<file path="src/rtl/cla_pipe_adder_if.sv">
// Operand/result handshake bundle for cla_pipe_adder.
// The slave modport is the adder itself; master is the producer/consumer side.
interface cla_pipe_adder_if #(
    parameter int unsigned WIDTH = 32
);
    logic             in_valid;
    logic             in_ready;
    logic [WIDTH-1:0] a;
    logic [WIDTH-1:0] b;
    logic             cin;
    logic             out_valid;
    logic             out_ready;
    logic [WIDTH-1:0] sum;
    logic             cout;
    logic             ovf;

    modport master (
        output in_valid, a, b, cin, out_ready,
        input  in_ready, out_valid, sum, cout, ovf
    );

    modport slave (
        input  in_valid, a, b, cin, out_ready,
        output in_ready, out_valid, sum, cout, ovf
    );
endinterface

</file>
<file path="src/rtl/cla_pipe_adder.sv">
// Two-stage pipelined carry-lookahead adder: stage 1 registers bit and nibble P/G,
// stage 2 resolves carries by two-level lookahead and registers sum/cout/ovf.
module cla_pipe_adder #(
    parameter int unsigned WIDTH = 32
) (
    input logic             clk,
    input logic             rst,
    cla_pipe_adder_if.slave bus
);
    localparam int unsigned NG  = WIDTH / 4;
    localparam int unsigned NGP = ((NG + 3) / 4) * 4;
    localparam int unsigned NSG = NGP / 4;

    if ((WIDTH % 4 != 0) || (WIDTH < 8) || (WIDTH > 64)) begin : g_bad_width
        $error("cla_pipe_adder: WIDTH must be a multiple of 4 in the range 8..64");
    end

    // Carries into bits 0..3 of a 4-bit lookahead unit.
    function automatic logic [3:0] carries4(input logic [3:0] p, input logic [3:0] g,
                                            input logic c0);
        logic [3:0] c;
        c[0] = c0;
        c[1] = g[0] | (p[0] & c0);
        c[2] = g[1] | (p[1] & g[0]) | (p[1] & p[0] & c0);
        c[3] = g[2] | (p[2] & g[1]) | (p[2] & p[1] & g[0]) | (p[2] & p[1] & p[0] & c0);
        return c;
    endfunction

    // Group {P, G} of a 4-bit lookahead unit.
    function automatic logic [1:0] group4(input logic [3:0] p, input logic [3:0] g);
        logic gg;
        gg = g[3] | (p[3] & g[2]) | (p[3] & p[2] & g[1]) | (p[3] & p[2] & p[1] & g[0]);
        return {&p, gg};
    endfunction

    logic             s1_valid;
    logic [WIDTH-1:0] s1_p;
    logic [WIDTH-1:0] s1_g;
    logic [NG-1:0]    s1_pg;
    logic [NG-1:0]    s1_gg;
    logic             s1_cin;
    logic             s1_amsb;
    logic             s1_bmsb;

    logic             out_valid_r;
    logic [WIDTH-1:0] sum_r;
    logic             cout_r;
    logic             ovf_r;

    logic             s1_load;
    logic             s2_load;
    logic             in_ready;

    logic [WIDTH-1:0] in_p;
    logic [WIDTH-1:0] in_g;
    logic [NG-1:0]    in_pg;
    logic [NG-1:0]    in_gg;
    logic [1:0]       in_grp;

    logic [NGP-1:0]   pgx;
    logic [NGP-1:0]   ggx;
    logic [3:0]       spx;
    logic [3:0]       sgx;
    logic [1:0]       sgrp;
    logic [1:0]       top;
    logic [3:0]       sc;
    logic [3:0]       gct;
    logic [NGP-1:0]   gc;
    logic [3:0]       bct;
    logic [WIDTH-1:0] bc;
    logic [WIDTH-1:0] nxt_sum;
    logic             nxt_cout;
    logic             nxt_ovf;

    always_comb begin
        s2_load  = s1_valid && (!out_valid_r || bus.out_ready);
        in_ready = !s1_valid || s2_load;
        s1_load  = bus.in_valid && in_ready;
    end

    always_comb begin
        in_p   = bus.a ^ bus.b;
        in_g   = bus.a & bus.b;
        in_pg  = '0;
        in_gg  = '0;
        in_grp = '0;
        for (int unsigned k = 0; k < NG; k++) begin
            in_grp   = group4(in_p[4*k +: 4], in_g[4*k +: 4]);
            in_pg[k] = in_grp[1];
            in_gg[k] = in_grp[0];
        end
    end

    // Unused group/super-group slots are padded as pure propagate so the carry
    // out of the last real group flows straight through to the top-level lookahead.
    always_comb begin
        pgx            = '1;
        ggx            = '0;
        pgx[NG-1:0]    = s1_pg;
        ggx[NG-1:0]    = s1_gg;
        spx            = '1;
        sgx            = '0;
        sgrp           = '0;
        for (int unsigned s = 0; s < NSG; s++) begin
            sgrp   = group4(pgx[4*s +: 4], ggx[4*s +: 4]);
            spx[s] = sgrp[1];
            sgx[s] = sgrp[0];
        end
        sc  = carries4(spx, sgx, s1_cin);
        top = group4(spx, sgx);
        gc  = '0;
        gct = '0;
        for (int unsigned s = 0; s < NSG; s++) begin
            gct           = carries4(pgx[4*s +: 4], ggx[4*s +: 4], sc[s]);
            gc[4*s +: 4]  = gct;
        end
        bc  = '0;
        bct = '0;
        for (int unsigned k = 0; k < NG; k++) begin
            bct          = carries4(s1_p[4*k +: 4], s1_g[4*k +: 4], gc[k]);
            bc[4*k +: 4] = bct;
        end
        nxt_sum  = s1_p ^ bc;
        nxt_cout = top[0] | (top[1] & s1_cin);
        nxt_ovf  = (s1_amsb == s1_bmsb) && (nxt_sum[WIDTH-1] != s1_amsb);
    end

    always_ff @(posedge clk or posedge rst) begin
        if (rst) begin
            s1_valid <= 1'b0;
            s1_p     <= '0;
            s1_g     <= '0;
            s1_pg    <= '0;
            s1_gg    <= '0;
            s1_cin   <= 1'b0;
            s1_amsb  <= 1'b0;
            s1_bmsb  <= 1'b0;
        end else begin
            if (s1_load) begin
                s1_valid <= 1'b1;
                s1_p     <= in_p;
                s1_g     <= in_g;
                s1_pg    <= in_pg;
                s1_gg    <= in_gg;
                s1_cin   <= bus.cin;
                s1_amsb  <= bus.a[WIDTH-1];
                s1_bmsb  <= bus.b[WIDTH-1];
            end else if (s2_load) begin
                s1_valid <= 1'b0;
            end
        end
    end

    always_ff @(posedge clk or posedge rst) begin
        if (rst) begin
            out_valid_r <= 1'b0;
            sum_r       <= '0;
            cout_r      <= 1'b0;
            ovf_r       <= 1'b0;
        end else begin
            if (s2_load) begin
                out_valid_r <= 1'b1;
                sum_r       <= nxt_sum;
                cout_r      <= nxt_cout;
                ovf_r       <= nxt_ovf;
            end else if (bus.out_ready) begin
                out_valid_r <= 1'b0;
            end
        end
    end

    assign bus.in_ready  = in_ready;
    assign bus.out_valid = out_valid_r;
    assign bus.sum       = sum_r;
    assign bus.cout      = cout_r;
    assign bus.ovf       = ovf_r;
endmodule

</file>
<file path="src/flat_wrapper.sv">
// flat-port wrapper written by rule: the top's interface ports become plain ports
module cla_pipe_adder_flat 
#(
    parameter int unsigned WIDTH = 32
)
  (clk, rst, bus_in_valid, bus_a, bus_b, bus_cin, bus_out_ready, bus_in_ready, bus_out_valid, bus_sum, bus_cout, bus_ovf);
  cla_pipe_adder_if #(.WIDTH(WIDTH)) bus_i ();
  input logic clk;
  input logic rst;
  input wire logic [$bits(bus_i.in_valid)-1:0] bus_in_valid;
  input wire logic [$bits(bus_i.a)-1:0] bus_a;
  input wire logic [$bits(bus_i.b)-1:0] bus_b;
  input wire logic [$bits(bus_i.cin)-1:0] bus_cin;
  input wire logic [$bits(bus_i.out_ready)-1:0] bus_out_ready;
  output wire logic [$bits(bus_i.in_ready)-1:0] bus_in_ready;
  output wire logic [$bits(bus_i.out_valid)-1:0] bus_out_valid;
  output wire logic [$bits(bus_i.sum)-1:0] bus_sum;
  output wire logic [$bits(bus_i.cout)-1:0] bus_cout;
  output wire logic [$bits(bus_i.ovf)-1:0] bus_ovf;
  assign bus_i.in_valid = bus_in_valid;
  assign bus_i.a = bus_a;
  assign bus_i.b = bus_b;
  assign bus_i.cin = bus_cin;
  assign bus_i.out_ready = bus_out_ready;
  assign bus_in_ready = bus_i.in_ready;
  assign bus_out_valid = bus_i.out_valid;
  assign bus_sum = bus_i.sum;
  assign bus_cout = bus_i.cout;
  assign bus_ovf = bus_i.ovf;
  cla_pipe_adder #(.WIDTH(WIDTH)) u_core (.clk(clk), .rst(rst), .bus(bus_i));
endmodule
</file>
<file path="config.mk">
export PLATFORM = sky130hd
export DESIGN_NAME = cla_pipe_adder_flat
export DESIGN_NICKNAME = d
export VERILOG_FILES = /design/src/rtl/cla_pipe_adder_if.sv /design/src/rtl/cla_pipe_adder.sv /design/src/flat_wrapper.sv
export SDC_FILE = /design/constraint.sdc
export NUM_CORES = 1
export LEC_CHECK = 0
export ABC_CLOCK_PERIOD_IN_PS = 3700
export BUFFER_PORTS_ARGS = -buffer_cell sky130_fd_sc_hd__buf_2
export CAP_MARGIN = 20
export CELL_PAD_IN_SITES_DETAIL_PLACEMENT = 1
export CELL_PAD_IN_SITES_GLOBAL_PLACEMENT = 2
export CORE_MARGIN = 10
export CORE_UTILIZATION = 36
export DETAILED_ROUTE_END_ITERATION = 6
export PLACE_DENSITY_LB_ADDON = 0.1
export SYNTH_ARGS = -nofsm -noshare
export SYNTH_HDL_FRONTEND = slang
export SYNTH_SLANG_ARGS = --single-unit
export TNS_END_PERCENT = 20
</file>
<file path="constraint.sdc">
create_clock -name clk -period 3.7 [get_ports clk]
set_input_delay 0.185 -clock clk [delete_from_list [all_inputs] [get_ports clk]]
set_output_delay 0.185 -clock clk [all_outputs]
set_load 0.02 [all_outputs]
</file>
==> impl_metrics.csv <==
group,metric,value,unit
synth,synth_cell_types,38,
floorplanning,rows,44,
clock_tree,clock_latency,0.35,ns
floorplanning,core_region_area,14600,um^2
timing,rsz0062_at_grt,"false",
routing,vias_per_cell,5.01,
worst_setup_path,criticalPathCategory,"flip-flop to flip-flop",
synth,netlist_top_cells_area,"dfrtp_1 (51%), mux2_2 (14%), ha_1 (9.3%), o21ai_0 (3.8%), a21o_1 (3.6%)",
clock_tree,root_buffer,"clkbuf_16",
timing,setup_viol,0,
clock_tree,clk_pin_slew,0.07,ns
routing,drt-initial-drc-count,150,
clock_tree,cts_tree,"done",
worst_setup_path,start_kind,"flip-flop",
synth,synth.top_cell.area_share,51.4,%
clock_tree,numCtsBuffers,9,
timing,finalCritPeriodShare,55.4,%
timing,max_slew.worst_pin.slew,0.841,ns
worst_setup_path,critPathSlowestCell,"dfrtp_1",
timing,min_period,2.05,ns
synth,netlist_area,5400,um^2
layout,layout.nets,672,
routing,drcViolationCount,0,
timing,finalClockSkew,0.00607,ns
floorplanning,die_y,143,um
floorplanning,start_util,36.9,%
synth,synth_ff_type,"dfrtp_1",
layout,instances_no_fill,751,
floorplanning,ios,105,
routing,wl_per_cell,17.3,um
job,maxCapViolations,0,
global_routing,antenna_found_initial,0,
layout,layout-drive-gt1-share,35.1,%
synth,ys_warn_count,0,
synth,yosys.area_share.adder,9.26,%
routing,drt_first_pass_iters,4,
layout,area_growth,19.0,%
synth,synth_top_family_by_area,"multiplexers",
synth,synth_seq_area_share,51.4,%
synth,ys_async_sr_fraction,100,%
routing,ant_nets,0,
worst_setup_path,worstPathArrival,2.28,ns
worst_setup_path,cp_max_fo,5,
place,place_inst,734,
place,dp_hpwl,9.72,mm
synth,synth_nets,567,
worst_setup_path,path_cells,"a21oi_2, o211a_4, or3b_1, a21oi_1, nor4_1, or3_1",
synth,synthXorXnorAreaFrac,3.24,%
power_and_ir_drop,p_per_area,571,nW/um^2
routing,wl,13.0,mm
synth,synth_edf_count,0,
synth,synth_top_area_cell,"dfrtp_1",
synth,ys_ff_latch,111,
floorplanning,die_w,143,um
global_routing,grt.total_usage,13.4,%
synth,synth_compound_area_share,11.8,%
global_routing,grt_pass1_wl,21.9,mm
run_status,status,"complete, no violations",
timing,hold_viol_final,0,
worst_setup_path,slowest_delay,0.42,ns
worst_setup_path,cp_data_required_time,3.93,ns
place,port_buffers,104,
synth,postSynthCellCount,458,
power_and_ir_drop,ir_drop,0.283,mV
place,finalWeightedCongestion,0.763,
floorplanning,design.die.area,20300,um^2
global_routing,grt_max_degree,92,
layout,diodes,0,
timing,slew_headroom,43.8,%
timing,holdWs,0.0697,ns
layout,finish.utilization,43.9,%
timing,tns,0,ns
hold_path,min_path_type,"input port to flip-flop",
routing,vias,3760,
clock_tree,clockBufferDepth,2,
synth,avgSynthCellArea,11.8,um^2
worst_setup_path,end_kind,"flip-flop",
global_routing,grt_pass1_vias,4329,
power_and_ir_drop,power_leakage,0.00315,uW
clock_tree,cts_sinks,111,
timing,fmax,0.488,GHz
synth,yosys.area_share.simple,8.71,%
global_routing,grt-ovfl-total,0,
clock_tree,cts_max_level,3,
timing,slew_viol_final,0,
power_and_ir_drop,power.total,3670,uW
clock_tree,postCtsSetupRepairBufs,0,
synth,synth.area.mux_share,14.2,%
-- cell families after synthesis --
group,after synthesis
XOR/XNOR,20
multiplexers,68
AO/OA/AOI/OAI,102
buffers and inverters,20
AND/OR/NAND/NOR,97
adder cells (fa/ha/maj),40
flip-flops,111
-- routing by layer --
layer  track usage (%)  wire [um]
met1              16.5       6150
met2              22.1       6110
met3              4.31        653
met4              3.31        117
met5                 0          0
-- path summary, 6_finish.rpt --
kind	from	to	slack, ns	cells past startpoint
worst max register to register	u_core.s1_cin	u_core.bus.sum[27]	1.65	6
max in group asynchronous	rst	u_core.s1_p[11]	2.19	4
worst min-delay path	bus_in_valid	u_core.s1_valid	0.07	2
worst max-delay path	u_core.s1_cin	u_core.bus.sum[27]	1.65	6
worst min register to register	u_core.bus.sum[3]	u_core.bus.sum[3]	0.48	2
min in group asynchronous	rst	u_core.bus.sum[7]	0.45	3
-- synth_stat cells, types with 6 or more instances --
cell,n
a21o_1,26
a21oi_1,20
clkbuf_1,16
dfrtp_1,111
ha_1,40
mux2_2,67
nand2_1,47
nand4_1,8
nor2_1,14
o21ai_0,41
xnor2_1,6
xor2_1,14
-- cells in the final DEF, fill, tap and decap left out, drive strengths merged, types with 2 or more instances in the layout --
cell / n
a211oi: 2
a21o: 26
a21oi: 21
a31o: 2
buf: 109
clkbuf: 11
clkinv: 3
dfrtp: 111
ha: 40
inv: 4
mux2: 67
nand2: 47
nand2b: 4
nand4: 8
nor2: 14
nor2b: 4
nor3: 3
nor3b: 4
nor4: 3
o21a: 2
o21ai: 42
o31ai: 3
or3: 3
xnor2: 6
xor2: 14
-- repair_timing --
action | CTS | global route
resized for setup | 0 | 0
hold buffers | 1 | 0
hold endpoints to repair | 45 | 0
-- power breakdown --
group / switching [uW] / internal, uW / total, uW
registers: 199 / 1490 / 1690
clock network: 432 / 469 / 900
logic: 610 / 475 / 1080
total: 1240 / 2430 / 3670
-- through the flow --
step	cell area [um^2]	setup WS (ns)
finish	6430	1.65
global route	6430	1.46
CTS	6410	1.64
detailed placement	6140	1.65
global placement	6140	1.70
floorplan	5400	0.584
-- worst max-delay path, delay by kind of cell (launching register included) --
| family | cells | cell delay [ns] |
|---|---|---|
| flops | 1 | 0.42 |
| compound gates | 3 | 0.65 |
| simple gates | 3 | 0.87 |
-- registers in the layout, indices dropped and copies added (netlist names), 8 cells and up --
name            flops
u_core.bus.sum     32
u_core.ggx          8
u_core.s1_p        32
u_core.s1_g        24
u_core.pgx          8
-- cell type report --
class | instances | area, um^2
clock buffers | 11 | 243
repair buffers | 110 | 581
well taps | 184 | 230
inverters | 4 | 17.5
fillers | 1620 | 8210
clock inverters | 4 | 22.5
flip-flops and latches | 111 | 2780
multi-input cells | 327 | 2560
(Power assumes the default switching activity.)
